### config.mk
export PLATFORM = sky130hd
export DESIGN_NAME = el2_dec_gpr_wb_sb_flat
export DESIGN_NICKNAME = d
export VERILOG_FILES = /design/src/rtl/el2_dec_gpr_wb_sb_pkg.sv /design/src/rtl/el2_dec_gpr_wb_sb_if.sv /design/src/rtl/el2_dec_gpr_sb_entry.sv /design/src/rtl/el2_dec_gpr_wb_sb.sv /design/src/flat_wrapper.sv
export SDC_FILE = /design/constraint.sdc
export NUM_CORES = 1
export LEC_CHECK = 0
export CORE_MARGIN = 1
export CORE_UTILIZATION = 25
export CTS_BUF_LIST = sky130_fd_sc_hd__clkbuf_2 sky130_fd_sc_hd__clkbuf_4 sky130_fd_sc_hd__clkbuf_8
export DETAILED_ROUTE_END_ITERATION = 8
export PLACE_DENSITY = 0.54
export SYNTH_ARGS = -nofsm -noshare
export SYNTH_HDL_FRONTEND = slang
export SYNTH_HIERARCHICAL = 1
export SYNTH_SLANG_ARGS = --single-unit
### constraint.sdc
create_clock -name clk -period 4.8 [get_ports clk]
set_input_delay 1.2 -clock clk [delete_from_list [all_inputs] [get_ports clk]]
set_output_delay 1.2 -clock clk [all_outputs]
set_load 0.005 [all_outputs]
### src/rtl/el2_dec_gpr_wb_sb_pkg.sv
// Shared types and constants for the GPR writeback scoreboard.
// Optional statistics counter is enabled by defining GPR_WB_SB_STAT_EN.
package el2_dec_gpr_wb_sb_pkg;

   localparam int NBL_DEPTH_DEF = 4;
   localparam int NBL_TAG_W_DEF = $clog2(NBL_DEPTH_DEF);

   // Query addresses compared against every entry in parallel
   localparam int NQ     = 6;
   localparam int Q_RS0  = 0;
   localparam int Q_RS1  = 1;
   localparam int Q_RD   = 2;
   localparam int Q_PIPE = 3;
   localparam int Q_NBL  = 4;
   localparam int Q_DIV  = 5;

   // One pending-write record: live=0 means the eventual return is discarded
   typedef struct packed {
      logic       valid;
      logic       live;
      logic [4:0] rd;
   } el2_gpr_sb_entry_t;

   // 16-bit saturating add of a small increment
   function automatic logic [15:0] sat_add16(input logic [15:0] a, input logic [1:0] inc);
      logic [16:0] s;
      s = {1'b0, a} + {15'b0, inc};
      return s[16] ? 16'hFFFF : s[15:0];
   endfunction

endpackage

### src/rtl/el2_dec_gpr_wb_sb_if.sv
// Interface bundling the scoreboard's issue, return, writeback, decode and
// write-port signals. Every *_valid (and div_cancel) qualifies its payload for
// exactly one cycle; there is no back-pressure, the scoreboard always accepts.
interface el2_dec_gpr_wb_sb_if #(
   parameter int NBL_TAG_W = 2
);
   logic                 nbl_issue_valid;
   logic [NBL_TAG_W-1:0] nbl_issue_tag;
   logic [4:0]           nbl_issue_rd;
   logic                 nbl_cancel_valid;
   logic [NBL_TAG_W-1:0] nbl_cancel_tag;
   logic                 nbl_ret_valid;
   logic [NBL_TAG_W-1:0] nbl_ret_tag;
   logic [31:0]          nbl_ret_data;
   logic                 div_issue_valid;
   logic [4:0]           div_issue_rd;
   logic                 div_cancel;
   logic                 div_ret_valid;
   logic [31:0]          div_ret_data;
   logic                 pipe_wb_valid;
   logic [4:0]           pipe_wb_rd;
   logic [31:0]          pipe_wb_data;
   logic [4:0]           raddr0;
   logic [4:0]           raddr1;
   logic [4:0]           dec_rd;
   logic                 rs0_busy;
   logic                 rs1_busy;
   logic                 rd_busy;
   logic                 nbl_full;
   logic                 wen0;
   logic [4:0]           waddr0;
   logic [31:0]          wd0;
   logic                 wen1;
   logic [4:0]           waddr1;
   logic [31:0]          wd1;
   logic                 wen2;
   logic [4:0]           waddr2;
   logic [31:0]          wd2;
   logic [15:0]          stale_cnt;
   logic                 sb_err;

   modport master (
      output nbl_issue_valid, nbl_issue_tag, nbl_issue_rd,
      output nbl_cancel_valid, nbl_cancel_tag,
      output nbl_ret_valid, nbl_ret_tag, nbl_ret_data,
      output div_issue_valid, div_issue_rd, div_cancel, div_ret_valid, div_ret_data,
      output pipe_wb_valid, pipe_wb_rd, pipe_wb_data,
      output raddr0, raddr1, dec_rd,
      input  rs0_busy, rs1_busy, rd_busy, nbl_full,
      input  wen0, waddr0, wd0, wen1, waddr1, wd1, wen2, waddr2, wd2,
      input  stale_cnt, sb_err
   );

   modport slave (
      input  nbl_issue_valid, nbl_issue_tag, nbl_issue_rd,
      input  nbl_cancel_valid, nbl_cancel_tag,
      input  nbl_ret_valid, nbl_ret_tag, nbl_ret_data,
      input  div_issue_valid, div_issue_rd, div_cancel, div_ret_valid, div_ret_data,
      input  pipe_wb_valid, pipe_wb_rd, pipe_wb_data,
      input  raddr0, raddr1, dec_rd,
      output rs0_busy, rs1_busy, rd_busy, nbl_full,
      output wen0, waddr0, wd0, wen1, waddr1, wd1, wen2, waddr2, wd2,
      output stale_cnt, sb_err
   );
endinterface

### src/rtl/el2_dec_gpr_sb_entry.sv
// One scoreboard entry: free clears it, kill drops liveness (a younger write
// owns the register), set loads a new destination. Set has the last word so a
// tag may be freed and re-issued in the same cycle. The flop only toggles when
// one of the controls is active.
module el2_dec_gpr_sb_entry
   import el2_dec_gpr_wb_sb_pkg::*;
(
   input  logic                   clk,
   input  logic                   rst_l,
   input  logic                   set_i,
   input  logic [4:0]             set_rd_i,
   input  logic                   kill_i,
   input  logic                   free_i,
   input  logic [NQ-1:0][4:0]     qaddr_i,
   output el2_gpr_sb_entry_t      ent_o,
   output logic [NQ-1:0]          match_o
);

   el2_gpr_sb_entry_t ent_q, ent_d;
   logic              en;

   assign en    = set_i | kill_i | free_i;
   assign ent_o = ent_q;

   // Next-state: free, then kill, then set (latest event wins)
   always_comb begin
      ent_d = ent_q;
      if (free_i) begin
         ent_d = '0;
      end
      if (kill_i) begin
         ent_d.live = 1'b0;
      end
      if (set_i) begin
         ent_d.valid = 1'b1;
         ent_d.live  = (set_rd_i != 5'd0);
         ent_d.rd    = set_rd_i;
      end
   end

   // Enabled entry register with asynchronous clear
   always_ff @(posedge clk or negedge rst_l) begin
      if (!rst_l) begin
         ent_q <= '0;
      end else if (en) begin
         ent_q <= ent_d;
      end
   end

   // Live-pending match against each query address; x0 never matches
   always_comb begin
      match_o = '0;
      for (int k = 0; k < NQ; k++) begin
         match_o[k] = ent_q.valid & ent_q.live & (ent_q.rd == qaddr_i[k]) &
                      (qaddr_i[k] != 5'd0);
      end
   end

endmodule

### src/rtl/el2_dec_gpr_wb_sb.sv
// GPR writeback scoreboard and write-port driver. Tracks NBL tags and the
// divider destination, reports busy registers to decode and drives the three
// GPR write ports (0 pipe, 1 load return, 2 divide return) combinationally.
// Define GPR_WB_SB_STAT_EN to build the saturating stale-return counter.
module el2_dec_gpr_wb_sb
   import el2_dec_gpr_wb_sb_pkg::*;
#(
   parameter int NBL_DEPTH = NBL_DEPTH_DEF,
   parameter int NBL_TAG_W = $clog2(NBL_DEPTH)
)(
   input logic               clk,
   input logic               rst_l,
   el2_dec_gpr_wb_sb_if.slave sb
);

   localparam int NE      = NBL_DEPTH + 1;
   localparam int DIV_IDX = NBL_DEPTH;

   logic [NE-1:0]       set_v, kill_v, free_v, valid_v;
   el2_gpr_sb_entry_t   ent [NE];
   logic [NQ-1:0]       match [NE];
   logic [NQ-1:0][4:0]  qaddr;

   el2_gpr_sb_entry_t   ret_ent, div_ent, iss_ent;
   logic                nbl_ret_hit, div_ret_act, div_ret_hit;
   logic                wen1, wen2, err_set;
   logic [2:0]          busy_v;
   logic                sb_err_q, sb_err_d;

   assign qaddr[Q_RS0]  = sb.raddr0;
   assign qaddr[Q_RS1]  = sb.raddr1;
   assign qaddr[Q_RD]   = sb.dec_rd;
   assign qaddr[Q_PIPE] = sb.pipe_wb_rd;
   assign qaddr[Q_NBL]  = sb.nbl_issue_rd;
   assign qaddr[Q_DIV]  = sb.div_issue_rd;

   for (genvar i = 0; i < NE; i++) begin : g_ent
      el2_dec_gpr_sb_entry u_ent (
         .clk      (clk),
         .rst_l    (rst_l),
         .set_i    (set_v[i]),
         .set_rd_i ((i < NBL_DEPTH) ? sb.nbl_issue_rd : sb.div_issue_rd),
         .kill_i   (kill_v[i]),
         .free_i   (free_v[i]),
         .qaddr_i  (qaddr),
         .ent_o    (ent[i]),
         .match_o  (match[i])
      );
   end

   // Per-entry set/free/kill decode and busy reduction
   always_comb begin
      set_v   = '0;
      free_v  = '0;
      kill_v  = '0;
      valid_v = '0;
      busy_v  = '0;
      for (int i = 0; i < NBL_DEPTH; i++) begin
         set_v[i]  = sb.nbl_issue_valid & (sb.nbl_issue_tag == NBL_TAG_W'(i));
         free_v[i] = (sb.nbl_ret_valid & (sb.nbl_ret_tag == NBL_TAG_W'(i))) |
                     (sb.nbl_cancel_valid & (sb.nbl_cancel_tag == NBL_TAG_W'(i)));
      end
      set_v[DIV_IDX]  = sb.div_issue_valid;
      free_v[DIV_IDX] = sb.div_cancel | sb.div_ret_valid;
      for (int i = 0; i < NE; i++) begin
         // A younger pipe write or a new issue to the same rd makes older entries stale
         kill_v[i]  = (sb.pipe_wb_valid & match[i][Q_PIPE]) |
                      (sb.nbl_issue_valid & match[i][Q_NBL]) |
                      (sb.div_issue_valid & match[i][Q_DIV]);
         valid_v[i] = ent[i].valid;
         busy_v     = busy_v | {match[i][Q_RS0], match[i][Q_RS1], match[i][Q_RD]};
      end
   end

   // Return qualification, collision suppression and protocol-error detection
   always_comb begin
      ret_ent     = ent[sb.nbl_ret_tag];
      iss_ent     = ent[sb.nbl_issue_tag];
      div_ent     = ent[DIV_IDX];
      nbl_ret_hit = sb.nbl_ret_valid & ret_ent.valid;
      wen1        = nbl_ret_hit & ret_ent.live &
                    ~(sb.pipe_wb_valid & (sb.pipe_wb_rd == ret_ent.rd));
      div_ret_act = sb.div_ret_valid & ~sb.div_cancel;
      div_ret_hit = div_ret_act & div_ent.valid;
      wen2        = div_ret_hit & div_ent.live &
                    ~(sb.pipe_wb_valid & (sb.pipe_wb_rd == div_ent.rd));
      err_set     = (sb.nbl_ret_valid & ~ret_ent.valid) |
                    (div_ret_act & ~div_ent.valid) |
                    (sb.nbl_issue_valid & iss_ent.valid & ~free_v[sb.nbl_issue_tag]) |
                    (sb.div_issue_valid & div_ent.valid & ~free_v[DIV_IDX]);
      sb_err_d    = sb_err_q | err_set;
   end

   // Sticky protocol error flag
   always_ff @(posedge clk or negedge rst_l) begin
      if (!rst_l) begin
         sb_err_q <= 1'b0;
      end else if (err_set) begin
         sb_err_q <= sb_err_d;
      end
   end

   assign sb.rs0_busy = busy_v[2];
   assign sb.rs1_busy = busy_v[1];
   assign sb.rd_busy  = busy_v[0];
   assign sb.nbl_full = &valid_v[NBL_DEPTH-1:0];
   assign sb.sb_err   = sb_err_q;

   assign sb.wen0   = sb.pipe_wb_valid & (sb.pipe_wb_rd != 5'd0);
   assign sb.waddr0 = sb.wen0 ? sb.pipe_wb_rd : 5'd0;
   assign sb.wd0    = sb.wen0 ? sb.pipe_wb_data : 32'd0;
   assign sb.wen1   = wen1;
   assign sb.waddr1 = wen1 ? ret_ent.rd : 5'd0;
   assign sb.wd1    = wen1 ? sb.nbl_ret_data : 32'd0;
   assign sb.wen2   = wen2;
   assign sb.waddr2 = wen2 ? div_ent.rd : 5'd0;
   assign sb.wd2    = wen2 ? sb.div_ret_data : 32'd0;

`ifdef GPR_WB_SB_STAT_EN
   logic [1:0]  stale_inc;
   logic [15:0] stale_q, stale_d;

   assign stale_inc = {1'b0, nbl_ret_hit & ~wen1} + {1'b0, div_ret_hit & ~wen2};
   assign stale_d   = sat_add16(stale_q, stale_inc);

   // Count returns discarded as stale or pipe-colliding
   always_ff @(posedge clk or negedge rst_l) begin
      if (!rst_l) begin
         stale_q <= 16'd0;
      end else if (stale_inc != 2'd0) begin
         stale_q <= stale_d;
      end
   end

   assign sb.stale_cnt = stale_q;
`else
   assign sb.stale_cnt = 16'd0;
`endif

endmodule

### src/flat_wrapper.sv
// flat-port wrapper written by rule: the top's interface ports become plain ports
module el2_dec_gpr_wb_sb_flat import el2_dec_gpr_wb_sb_pkg::*;
#(
   parameter int NBL_DEPTH = NBL_DEPTH_DEF,
   parameter int NBL_TAG_W = $clog2(NBL_DEPTH)
)
  (clk, rst_l, sb_nbl_issue_valid, sb_nbl_issue_tag, sb_nbl_issue_rd, sb_nbl_cancel_valid, sb_nbl_cancel_tag, sb_nbl_ret_valid, sb_nbl_ret_tag, sb_nbl_ret_data, sb_div_issue_valid, sb_div_issue_rd, sb_div_cancel, sb_div_ret_valid, sb_div_ret_data, sb_pipe_wb_valid, sb_pipe_wb_rd, sb_pipe_wb_data, sb_raddr0, sb_raddr1, sb_dec_rd, sb_rs0_busy, sb_rs1_busy, sb_rd_busy, sb_nbl_full, sb_wen0, sb_waddr0, sb_wd0, sb_wen1, sb_waddr1, sb_wd1, sb_wen2, sb_waddr2, sb_wd2, sb_stale_cnt, sb_sb_err);
  el2_dec_gpr_wb_sb_if #(.NBL_TAG_W(NBL_TAG_W)) sb_i ();
  input logic clk;
  input logic rst_l;
  input wire logic [$bits(sb_i.nbl_issue_valid)-1:0] sb_nbl_issue_valid;
  input wire logic [$bits(sb_i.nbl_issue_tag)-1:0] sb_nbl_issue_tag;
  input wire logic [$bits(sb_i.nbl_issue_rd)-1:0] sb_nbl_issue_rd;
  input wire logic [$bits(sb_i.nbl_cancel_valid)-1:0] sb_nbl_cancel_valid;
  input wire logic [$bits(sb_i.nbl_cancel_tag)-1:0] sb_nbl_cancel_tag;
  input wire logic [$bits(sb_i.nbl_ret_valid)-1:0] sb_nbl_ret_valid;
  input wire logic [$bits(sb_i.nbl_ret_tag)-1:0] sb_nbl_ret_tag;
  input wire logic [$bits(sb_i.nbl_ret_data)-1:0] sb_nbl_ret_data;
  input wire logic [$bits(sb_i.div_issue_valid)-1:0] sb_div_issue_valid;
  input wire logic [$bits(sb_i.div_issue_rd)-1:0] sb_div_issue_rd;
  input wire logic [$bits(sb_i.div_cancel)-1:0] sb_div_cancel;
  input wire logic [$bits(sb_i.div_ret_valid)-1:0] sb_div_ret_valid;
  input wire logic [$bits(sb_i.div_ret_data)-1:0] sb_div_ret_data;
  input wire logic [$bits(sb_i.pipe_wb_valid)-1:0] sb_pipe_wb_valid;
  input wire logic [$bits(sb_i.pipe_wb_rd)-1:0] sb_pipe_wb_rd;
  input wire logic [$bits(sb_i.pipe_wb_data)-1:0] sb_pipe_wb_data;
  input wire logic [$bits(sb_i.raddr0)-1:0] sb_raddr0;
  input wire logic [$bits(sb_i.raddr1)-1:0] sb_raddr1;
  input wire logic [$bits(sb_i.dec_rd)-1:0] sb_dec_rd;
  output wire logic [$bits(sb_i.rs0_busy)-1:0] sb_rs0_busy;
  output wire logic [$bits(sb_i.rs1_busy)-1:0] sb_rs1_busy;
  output wire logic [$bits(sb_i.rd_busy)-1:0] sb_rd_busy;
  output wire logic [$bits(sb_i.nbl_full)-1:0] sb_nbl_full;
  output wire logic [$bits(sb_i.wen0)-1:0] sb_wen0;
  output wire logic [$bits(sb_i.waddr0)-1:0] sb_waddr0;
  output wire logic [$bits(sb_i.wd0)-1:0] sb_wd0;
  output wire logic [$bits(sb_i.wen1)-1:0] sb_wen1;
  output wire logic [$bits(sb_i.waddr1)-1:0] sb_waddr1;
  output wire logic [$bits(sb_i.wd1)-1:0] sb_wd1;
  output wire logic [$bits(sb_i.wen2)-1:0] sb_wen2;
  output wire logic [$bits(sb_i.waddr2)-1:0] sb_waddr2;
  output wire logic [$bits(sb_i.wd2)-1:0] sb_wd2;
  output wire logic [$bits(sb_i.stale_cnt)-1:0] sb_stale_cnt;
  output wire logic [$bits(sb_i.sb_err)-1:0] sb_sb_err;
  assign sb_i.nbl_issue_valid = sb_nbl_issue_valid;
  assign sb_i.nbl_issue_tag = sb_nbl_issue_tag;
  assign sb_i.nbl_issue_rd = sb_nbl_issue_rd;
  assign sb_i.nbl_cancel_valid = sb_nbl_cancel_valid;
  assign sb_i.nbl_cancel_tag = sb_nbl_cancel_tag;
  assign sb_i.nbl_ret_valid = sb_nbl_ret_valid;
  assign sb_i.nbl_ret_tag = sb_nbl_ret_tag;
  assign sb_i.nbl_ret_data = sb_nbl_ret_data;
  assign sb_i.div_issue_valid = sb_div_issue_valid;
  assign sb_i.div_issue_rd = sb_div_issue_rd;
  assign sb_i.div_cancel = sb_div_cancel;
  assign sb_i.div_ret_valid = sb_div_ret_valid;
  assign sb_i.div_ret_data = sb_div_ret_data;
  assign sb_i.pipe_wb_valid = sb_pipe_wb_valid;
  assign sb_i.pipe_wb_rd = sb_pipe_wb_rd;
  assign sb_i.pipe_wb_data = sb_pipe_wb_data;
  assign sb_i.raddr0 = sb_raddr0;
  assign sb_i.raddr1 = sb_raddr1;
  assign sb_i.dec_rd = sb_dec_rd;
  assign sb_rs0_busy = sb_i.rs0_busy;
  assign sb_rs1_busy = sb_i.rs1_busy;
  assign sb_rd_busy = sb_i.rd_busy;
  assign sb_nbl_full = sb_i.nbl_full;
  assign sb_wen0 = sb_i.wen0;
  assign sb_waddr0 = sb_i.waddr0;
  assign sb_wd0 = sb_i.wd0;
  assign sb_wen1 = sb_i.wen1;
  assign sb_waddr1 = sb_i.waddr1;
  assign sb_wd1 = sb_i.wd1;
  assign sb_wen2 = sb_i.wen2;
  assign sb_waddr2 = sb_i.waddr2;
  assign sb_wd2 = sb_i.wd2;
  assign sb_stale_cnt = sb_i.stale_cnt;
  assign sb_sb_err = sb_i.sb_err;
  el2_dec_gpr_wb_sb #(.NBL_DEPTH(NBL_DEPTH), .NBL_TAG_W(NBL_TAG_W)) u_core (.clk(clk), .rst_l(rst_l), .sb(sb_i));
endmodule
Word-level counts from Yosys, hierarchy flattened

Cells that the tools add are included.

Bits in registers: 36
Output and inout port bits: 135
Logic and storage cells: 269

Magnitude comparators: 3
Equality and inequality tests: 41
Mux-type cells: 29
Bitwise operators: 150
Reduce and logical (&&, ||, !) cells: 30

Operators by type and width:

| kind                 | number |
|---|---|
| $eq A5 B5 Y1         | 32 |
| $and A1 B1 Y1        | 108 |
| $mux W7              | 14 |
| $mux W32             | 3 |
| $bmux W7 S3          | 2 |
| $reduce_bool A5 Y1   | 6 |
| $or A1 B1 Y1         | 29 |
| $reduce_and A2 Y1    | 10 |
| $mux W5              | 3 |
| $reduce_bool A3 Y1   | 5 |
| $eq A2 B2 Y1 const B | 6 |
| $or A3 B3 Y3         | 4 |
| $reduce_bool A2 Y1   | 5 |
| $ge A3 B4 Y1 const B | 2 |
| $not A1 Y1           | 7 |
| $eq A2 B1 Y1 const B | 3 |
| $logic_not A2 Y1     | 3 |
| $mux W1              | 6 |
| $not A2 Y3           | 2 |
| $lt A2 B4 Y1 const B | 1 |
| $reduce_and A4 Y1    | 1 |
| $bmux W1 S2          | 1 |

Longest topological paths before layout

Gate-level depths: netlist of the first run.

Depth after elaboration: 10
Depth in mapped cells: 9
Depth with buffers taken out: 8

Hierarchy

Netlist of the first run, hierarchy kept.

By module, submodules not included:

| module               | instances | cells an instance | area an instance (um2) | sequential area each (um2) |
|---|---|---|---|---|
| el2_dec_gpr_sb_entry | 5         | 86                | 758.2                  | 175.2 |
| el2_dec_gpr_wb_sb    | 1         | 274               | 1671.6                 | 25.0 |

Worst setup path before layout of the first run

OpenSTA, ideal clock, no wires.

Kind: input-to-output
Start point: input sb_nbl_ret_tag[0]
End point: output sb_waddr1[2]
Arrival: 2.930 ns
Path slack: 0.670 ns
Cell stages on the path: 7
Path buffers: 2
Cells stage by stage: buf_6 mux2i_1 nor3b_1 or4_4 nor4_4 buf_6 nor2_1

Longest elaborated chain between the ends: 9
Elaborated cells on any way between the ends: 11
Classes of those cells: eq/ne: 1; mux: 4; bitwise: 6

RTL lines:

| item                                            | line                     | text |
|---|---|---|
| from (decl)                                     | flat_wrapper.sv:17       | `input wire logic [$bits(sb_i.nbl_ret_tag)-1:0] sb_nbl_ret_tag;` |
| $not A2 Y3 (not written as such) (*)            | el2_dec_gpr_wb_sb.sv:77  | `ret_ent = ent[sb.nbl_ret_tag];` |
| $bmux W7 S3 (*)                                 | el2_dec_gpr_wb_sb.sv:77  |  |
| $mux W7 (not written as such) (*) (2 in series) | el2_dec_gpr_wb_sb.sv:77  |  |
| $eq A5 B5 Y1                                    | el2_dec_gpr_wb_sb.sv:82  | `~(sb.pipe_wb_valid & (sb.pipe_wb_rd == ret_ent.rd));` |
| $and A1 B1 Y1                                   | el2_dec_gpr_wb_sb.sv:82  |  |
| $not A1 Y1                                      | el2_dec_gpr_wb_sb.sv:82  |  |
| $and A1 B1 Y1                                   | el2_dec_gpr_wb_sb.sv:81  | `wen1 = nbl_ret_hit & ret_ent.live &` |
| $mux W5 (*)                                     | el2_dec_gpr_wb_sb.sv:113 | `assign sb.waddr1 = wen1 ? ret_ent.rd : 5'd0;` |
| to (decl)                                       | flat_wrapper.sv:38       | `output wire logic [$bits(sb_i.waddr1)-1:0] sb_waddr1;` |

Mark *: on every way between the ends. The rest lies on a longest branch, timed or not. The select of a mux whose other input is x is not followed.

Worst setup path in the final report of the first run

Start point: input sb_nbl_ret_tag[0]
End point: output sb_wd1[12]

Longest elaborated chain between the ends: 9
Elaborated cells on any way between the ends: 11
Classes of those cells: eq/ne: 1; mux: 4; bitwise: 6

RTL lines:

| item                                            | line                     | text |
|---|---|---|
| $not A2 Y3 (not written as such) (*)            | el2_dec_gpr_wb_sb.sv:77  |  |
| $bmux W7 S3 (*)                                 | el2_dec_gpr_wb_sb.sv:77  |  |
| $mux W7 (not written as such) (*) (2 in series) | el2_dec_gpr_wb_sb.sv:77  |  |
| $eq A5 B5 Y1                                    | el2_dec_gpr_wb_sb.sv:82  |  |
| $and A1 B1 Y1                                   | el2_dec_gpr_wb_sb.sv:82  |  |
| $not A1 Y1                                      | el2_dec_gpr_wb_sb.sv:82  |  |
| $and A1 B1 Y1 (*)                               | el2_dec_gpr_wb_sb.sv:81  |  |
| $mux W32 (*)                                    | el2_dec_gpr_wb_sb.sv:114 | `assign sb.wd1 = wen1 ? sb.nbl_ret_data : 32'd0;` |
| to (decl)                                       | flat_wrapper.sv:39       | `output wire logic [$bits(sb_i.wd1)-1:0] sb_wd1;` |

Marked as above.

==> impl_metrics.ini, run 1 <==
[floorplan]
ios = 276
core_area_um2 = 21200
die_x_um = 150
die_h_um = 150
num_rows = 53
start_util_pct = 25.7
fp.dieArea_um2 = 22400

[routing]
top_layer = met4
dr.pass1.iters = 5
drc = 0
ant_nets = 0
wirelength_um = 24700
vias = 5969
route.met3.wl_um = 1670
drt_iter0_drc = 434
wl_per_cell_um = 19.9
drt-vias-per-instance = 4.81
wl_met1_um = 10300
met2_length_um = 12200

[power]
power.leakage_nw = 3.20
power.share.clock_pct = 19.9
vdd_drop_max_mv = 0.0973
power.internal_uw = 872
power_switching_uw = 526
p_per_area_nw_per_um2 = 164
p_seq_share_pct = 29.4
power_mw = 1.40
combPwrFrac_pct = 50.8
swShare_pct = 37.6

[place]
placed_cells = 1228
dp_slack_ps = -297
hpwl_um = 18900
port_buffers = 259
gp_congestion = 0.877

[worst_setup_path]
start_kind = primary input
critPathCaptureType = output pin
r2r-start = u_core/g_ent[2].u_ent/ent_o[0]
cp.arrival_ps = 3510
cp-endpoint = sb_wd1[12]
reg2reg_depth = 8
r2r_slack_ps = 2440
path_max_fanout = 9
critPathKind = in2out
cp.required_ps = 3600
startpoint = sb_nbl_ret_tag[0]
rr_endpoint = u_core/g_ent[2].u_ent/ent_o[5]

[clocking]
cts.reportedPaths.clkPinSlew_ps = 70
htree_levels = 2
clk_latency_ps = 310
cts-root-buf = clkbuf_8
cts_sinks = 36
numCtsBuffers = 5
cts_tree = built
max-clock-path-buffers = 2
cts_hold_buf = 0

[synthesis]
synth_edf_count = 0
yosys.area_share.simple_pct = 33.3
synth_mux_area_share_pct = 3.39
postSynthAreaPerCell_um2 = 7.76
synth_fa_ha_area_share_pct = 0
async_reset_ff_share_pct = 100
synth-compound-area-share_pct = 15.5
synthXorXnorAreaFrac_pct = 20.4
synth_top_family_by_area = simple AND/OR/NAND/NOR gates
syn_inst = 704
synth_top_area_share_pct = 16.5
synth_cell_type_count = 46
synthTopCellsByArea = dfrtp_1 16%, xnor2_1 15%, and2_1 8.5%, nand2_1 7.3%, a2111oi_2 6.9%
seq_area_frac_synth_pct = 16.5
yosys_warnings = 6
synthFlopType = dfrtp_1
ys_ff_latch = 36
yosys.area.top_type = dfrtp_1
syn_area_um2 = 5460

[global_route]
overflow = 0
grtUsageTotal_pct = 21.2
antenna_found_initial = 1
grt_pass1_wl_um = 35700
grt_pass1_vias = 5710
grt_max_degree = 39

[timing]
finalHoldViolCount = 0
fin_crit_ps = 4710
slew_violations = 0
rsz0062_at_grt = false
fin_crit_sh_pct = 98.1
hold_slack_ps = 575
setup_slack_ps = 93.3
fin_worst_skew_ps = 11.9
worst-slew-pin-transition_ps = 856
finalSetupViolCount = 0
relSlewSlack_pct = 42.9
fmax_ghz = 0.212

[run]
cap_violations = 0

[cells_and_area]
layout-drive-gt1-share_pct = 10.6
final_cells = 1242
final_net_count = 1106
synthToLayoutAreaGrowth_pct = 56.0

[status]
status = finished, final reports clean

[worst_hold_path]
hold_path.class = reg2reg
[worst min path at each step]
| stage | start | cells past startpoint | endpoint | slack (ps) |
|---|---|---|---|---|
| after CTS | u_core/g_ent[4].u_ent/ent_o[6] | 1 | u_core/g_ent[4].u_ent/ent_o[6] | 570 |
| after global placement | u_core/g_ent[4].u_ent/ent_o[6] | 1 | u_core/g_ent[4].u_ent/ent_o[6] | 550 |
| after floorplan | u_core/g_ent[3].u_ent/ent_o[6] | 1 | u_core/g_ent[3].u_ent/ent_o[6] | 500 |
| after global routing | u_core/g_ent[4].u_ent/ent_o[6] | 1 | u_core/g_ent[4].u_ent/ent_o[6] | 590 |
| final | u_core/g_ent[4].u_ent/ent_o[6] | 1 | u_core/g_ent[4].u_ent/ent_o[6] | 570 |
| after detailed placement | u_core/g_ent[1].u_ent/ent_o[6] | 1 | u_core/g_ent[1].u_ent/ent_o[6] | 550 |
[timing repair]
item                       in CTS  in global routing
resized for setup              10                  8
buffers inserted                2                  0
gates cloned                    3                  0
setup endpoints to repair      38                 11
pin swaps                       2                  1
[layout make-up]
type	instances	area, um2
repair buffers	303	3030
multi-input cells	599	4050
fillers	2159	12700
well taps	275	344
clock buffers	5	68.8
clock inverters	3	42.5
flip-flops and latches	36	901
inverters	20	75.1
diodes	1	2.50
[flip-flops by register name, summed over array words and instances (netlist names)]
register	count
u_core/g_ent.u_ent/ent_o	35
u_core/sb.sb_err	1
[Yosys cell counts (all sizes together) (2+ instances only)]
library cell	count
a2111oi	30
a21o	5
a21oi	7
a222oi	5
a31oi	6
and2	74
and3	3
buf	46
clkbuf	18
dfrtp	36
inv	20
mux2	4
mux2i	5
mux4	4
nand2	106
nand2b	11
nand3	30
nor2	49
nor2b	2
nor3	4
nor3b	4
nor4	13
o21ai	29
o221ai	2
o22ai	4
o41ai	5
or2b	20
or3	25
xnor2	92
xor2	35
[per-layer routing]
metal	up-vias	global-route usage (%)
met2	220	37.0
met1	2854	26.5
met5	-	0
met4	0	5.66
met3	29	3.87
li1	2866	-
[cell usage in the layout, fill, tap and decap left out, types with 3 or more instances in the layout]
cell type	synthesis	routed
mux4_2	4	4
o41ai_1	5	5
or2b_1	20	20
nand2_1	106	106
xnor2_1	92	92
nand3_1	30	30
a2111oi_0	5	5
clkdlybuf4s50_1	0	252
conb_1	1	16
nor2_1	49	49
nor3_1	4	4
and3_1	3	3
mux2_2	3	3
mux2i_2	0	3
o21ai_0	29	28
nor4_2	5	5
a31oi_1	6	5
a21oi_1	7	7
and2_1	74	74
o22ai_1	4	3
clkbuf_8	0	5
inv_1	20	20
xor2_1	35	35
a21o_1	5	5
nor3b_1	4	4
buf_4	16	36
nand2b_1	11	11
a2111oi_2	25	25
or3_1	25	25
buf_12	0	4
nor4_1	7	7
dfrtp_1	36	36
a222oi_1	5	5
[kinds of logic after synthesis]
logic type / count (synthesis)
other cells: 1
simple gates: 346
buf+inv: 84
mux: 13
xor+xnor: 127
flops: 36
compound gates: 97
[metrics by stage]
stage	cell area, um2	TNS, ps	utilization [%]
CTS	8500	0	40.1
global placement	8280	-7720	39.0
global route	8520	0	40.1
floorplan	5520	0	-
finish	8520	0	40.1
detailed placement	8280	-10480	39.0
[worst max-delay path: stages]
cell             delay [ps]
buf_2                   130
bufbuf_16               270
mux2_2                  240
o32ai_1                  70
or4_4                   510
nor4_4                  160
buf_6                   170
bufbuf_16               270
nor2_1                   50
clkdlybuf4s50_1         440
[power by group through the flow]
stage | Combinational [mW] | Sequential, mW | Clock (mW)
6_report | 0.710 | 0.411 | 0.278
5_1_grt | 0.768 | 0.416 | 0.297
4_1_cts | 0.709 | 0.410 | 0.284
3_5_place_dp | 0.697 | 0.415 | 0
3_3_place_gp | 0.690 | 0.416 | 0
2_1_floorplan | 0.426 | 0.359 | 0
Power figures use the tool's default switching activity.
==> run 2, diff against run 1 <==
--- a/config.mk
+++ b/config.mk
@@ -9,6 +9,7 @@
 export CORE_UTILIZATION = 25
 export CTS_BUF_LIST = sky130_fd_sc_hd__clkbuf_2 sky130_fd_sc_hd__clkbuf_4 sky130_fd_sc_hd__clkbuf_8
 export DETAILED_ROUTE_END_ITERATION = 8
+export MAX_ROUTING_LAYER = met4
 export PLACE_DENSITY = 0.54
 export SYNTH_ARGS = -nofsm -noshare
 export SYNTH_HDL_FRONTEND = slang
==> run 2 against run 1 <==
Net effect: count of clock-buffer cells in the layout unchanged; global-route usage up 0.62 points; clock power about the same.
==> impl_metrics.ini, run 2 (synthesis gave the netlist of run 1 again) <==
[floorplan]
fp.dieArea_um2 = 22400
die_h_um = 150
core_area_um2 = 21200
num_rows = 53
die_x_um = 150
start_util_pct = 25.7
ios = 276

[power]
power.leakage_nw = 3.20
power.internal_uw = 873
swShare_pct = 37.8
p_per_area_nw_per_um2 = 165
power.share.clock_pct = 20.0
power_switching_uw = 529
vdd_drop_max_mv = 0.0971
power_mw = 1.40
combPwrFrac_pct = 50.7
p_seq_share_pct = 29.3

[routing]
wl_per_cell_um = 20.0
wl_met1_um = 10600
route.met3.wl_um = 1560
drt-vias-per-instance = 4.81
drt_iter0_drc = 434
vias = 5978
wirelength_um = 24800
top_layer = met4
ant_nets = 0
met2_length_um = 12200
drc = 0
dr.pass1.iters = 6

[cells_and_area]
mostFrequentLayoutCells = 252 x clkdlybuf4s50_1, 106 x nand2_1, 92 x xnor2_1
nFillCells = 2159
layout-drive-gt1-share_pct = 10.6
final_common_cell = clkdlybuf4s50_1
synthToLayoutAreaGrowth_pct = 56.0
regArea_um2 = 901
largest_reg_flops = 35
fin_util_pct = 40.1
final_net_count = 1106
multi_input_area_um2 = 4050

[timing]
finalSetupTns_ps = 0
slew_violations = 0
finalSetupViolCount = 0
finalHoldViolCount = 0
fin_worst_skew_ps = 15.1
fin_crit_ps = 4710
fin_crit_sh_pct = 98.1
relSlewSlack_pct = 42.3
rsz0062_at_grt = false
worst-slew-pin-transition_ps = 866
fmax_ghz = 0.212
hold_slack_ps = 575

[global_route]
grt_pass1_vias = 5716
grt_pass1_wl_um = 35700
overflow = 0
grtUsageTotal_pct = 21.8
grt_max_degree = 39
antenna_found_initial = 1

[clocking]
cts_tree = built
htree_levels = 2
cts_sinks = 36
cts.reportedPaths.clkPinSlew_ps = 70
clk_latency_ps = 310
numCtsBuffers = 5
cts-root-buf = clkbuf_8
max-clock-path-buffers = 2

[worst_hold_path]
hold_path.class = reg2reg
min-delay-start = u_core/g_ent[4].u_ent/ent_o[6]

[worst_setup_path]
cp.arrival_ps = 3510
crit_chain = buf_2 > bufbuf_16 > mux2_2 > o32ai_1 > or4_4 > nor4_4 > buf_6 > bufbuf_16 > nor2_1 > clkdlybuf4s50_1
critPathKind = in2out
critPathCaptureType = output pin
crit_top_cell = bufbuf_16
r2r-start = u_core/g_ent[2].u_ent/ent_o[0]
startpoint = sb_nbl_ret_tag[0]
path_max_fanout = 9
start_kind = primary input
cp.required_ps = 3600
slowest_delay_ps = 510
cp_slowest_cell = or4_4

[run]
cap_violations = 0

[place]
hpwl_um = 18900
port_buffers = 259
gp_congestion = 0.892

[status]
status = finished, final reports clean
==> run 2: critical path: cells and delay by family <==
kind / cells / cell delay (ps)
muxes: 1 / 240
buffers and inverters: 5 / 1280
AOI/OAI and AO/OA: 1 / 70
and+or+nand+nor: 3 / 720
==> run 2: cell type report <==
cell class,count,share of cell area [%]
Clock buffer,5,0.808
Sequential cell,36,10.6
Tap cell,275,4.04
Antenna cell,1,0.0294
Clock inverter,3,0.499
Timing Repair Buffer,303,35.6
Inverter,20,0.881
Multi-Input combinational cell,599,47.6
==> run 2: path summary, 6_finish.rpt <==
path	end	slack [ps]	cells past startpoint
hold / removal	u_core/g_ent[4].u_ent/ent_o[6]	570	1
setup / recovery	sb_wd1[12]	90	10
max in group asynchronous	u_core/g_ent[4].u_ent/ent_o[1]	3240	1
min in group asynchronous	u_core/sb.sb_err	990	1
setup reg to reg	u_core/g_ent[2].u_ent/ent_o[5]	2430	8
hold reg to reg	u_core/g_ent[4].u_ent/ent_o[6]	570	1
==> run 2: layer usage <==
metal	GRT usage, %	up-vias
met5	-	-
met4	5.05	0
met3	3.81	30
met2	37.3	233
met1	26.6	2850
li1	-	2865
==> run 2: power by group through the flow <==
stage          sequential (mW)  clock [mW]  combinational (mW)
2_1_floorplan            0.359           0               0.426
3_3_place_gp             0.416           0               0.690
3_5_place_dp             0.415           0               0.697
4_1_cts                  0.410       0.284               0.709
5_1_grt                  0.416       0.299               0.768
6_report                 0.411       0.280               0.711
==> run 2: stage by stage <==
step	worst slack, ps	instance area [um2]	instances
floorplan	670	5520	719
detailed placement	-297	8280	1228
global placement	-222	8280	1228
global route	2.26	8520	1242
CTS	29.9	8500	1241
finish	93.2	8520	1242
==> run 2: timing repair <==
| item | CTS | global route |
|---|---|---|
| setup endpoints to repair | 38 | 11 |
| pin swaps | 2 | 1 |
| cloned | 3 | 0 |
| resized for setup | 10 | 8 |
| buffers inserted | 2 | 0 |
| hold buffers | 0 | 0 |
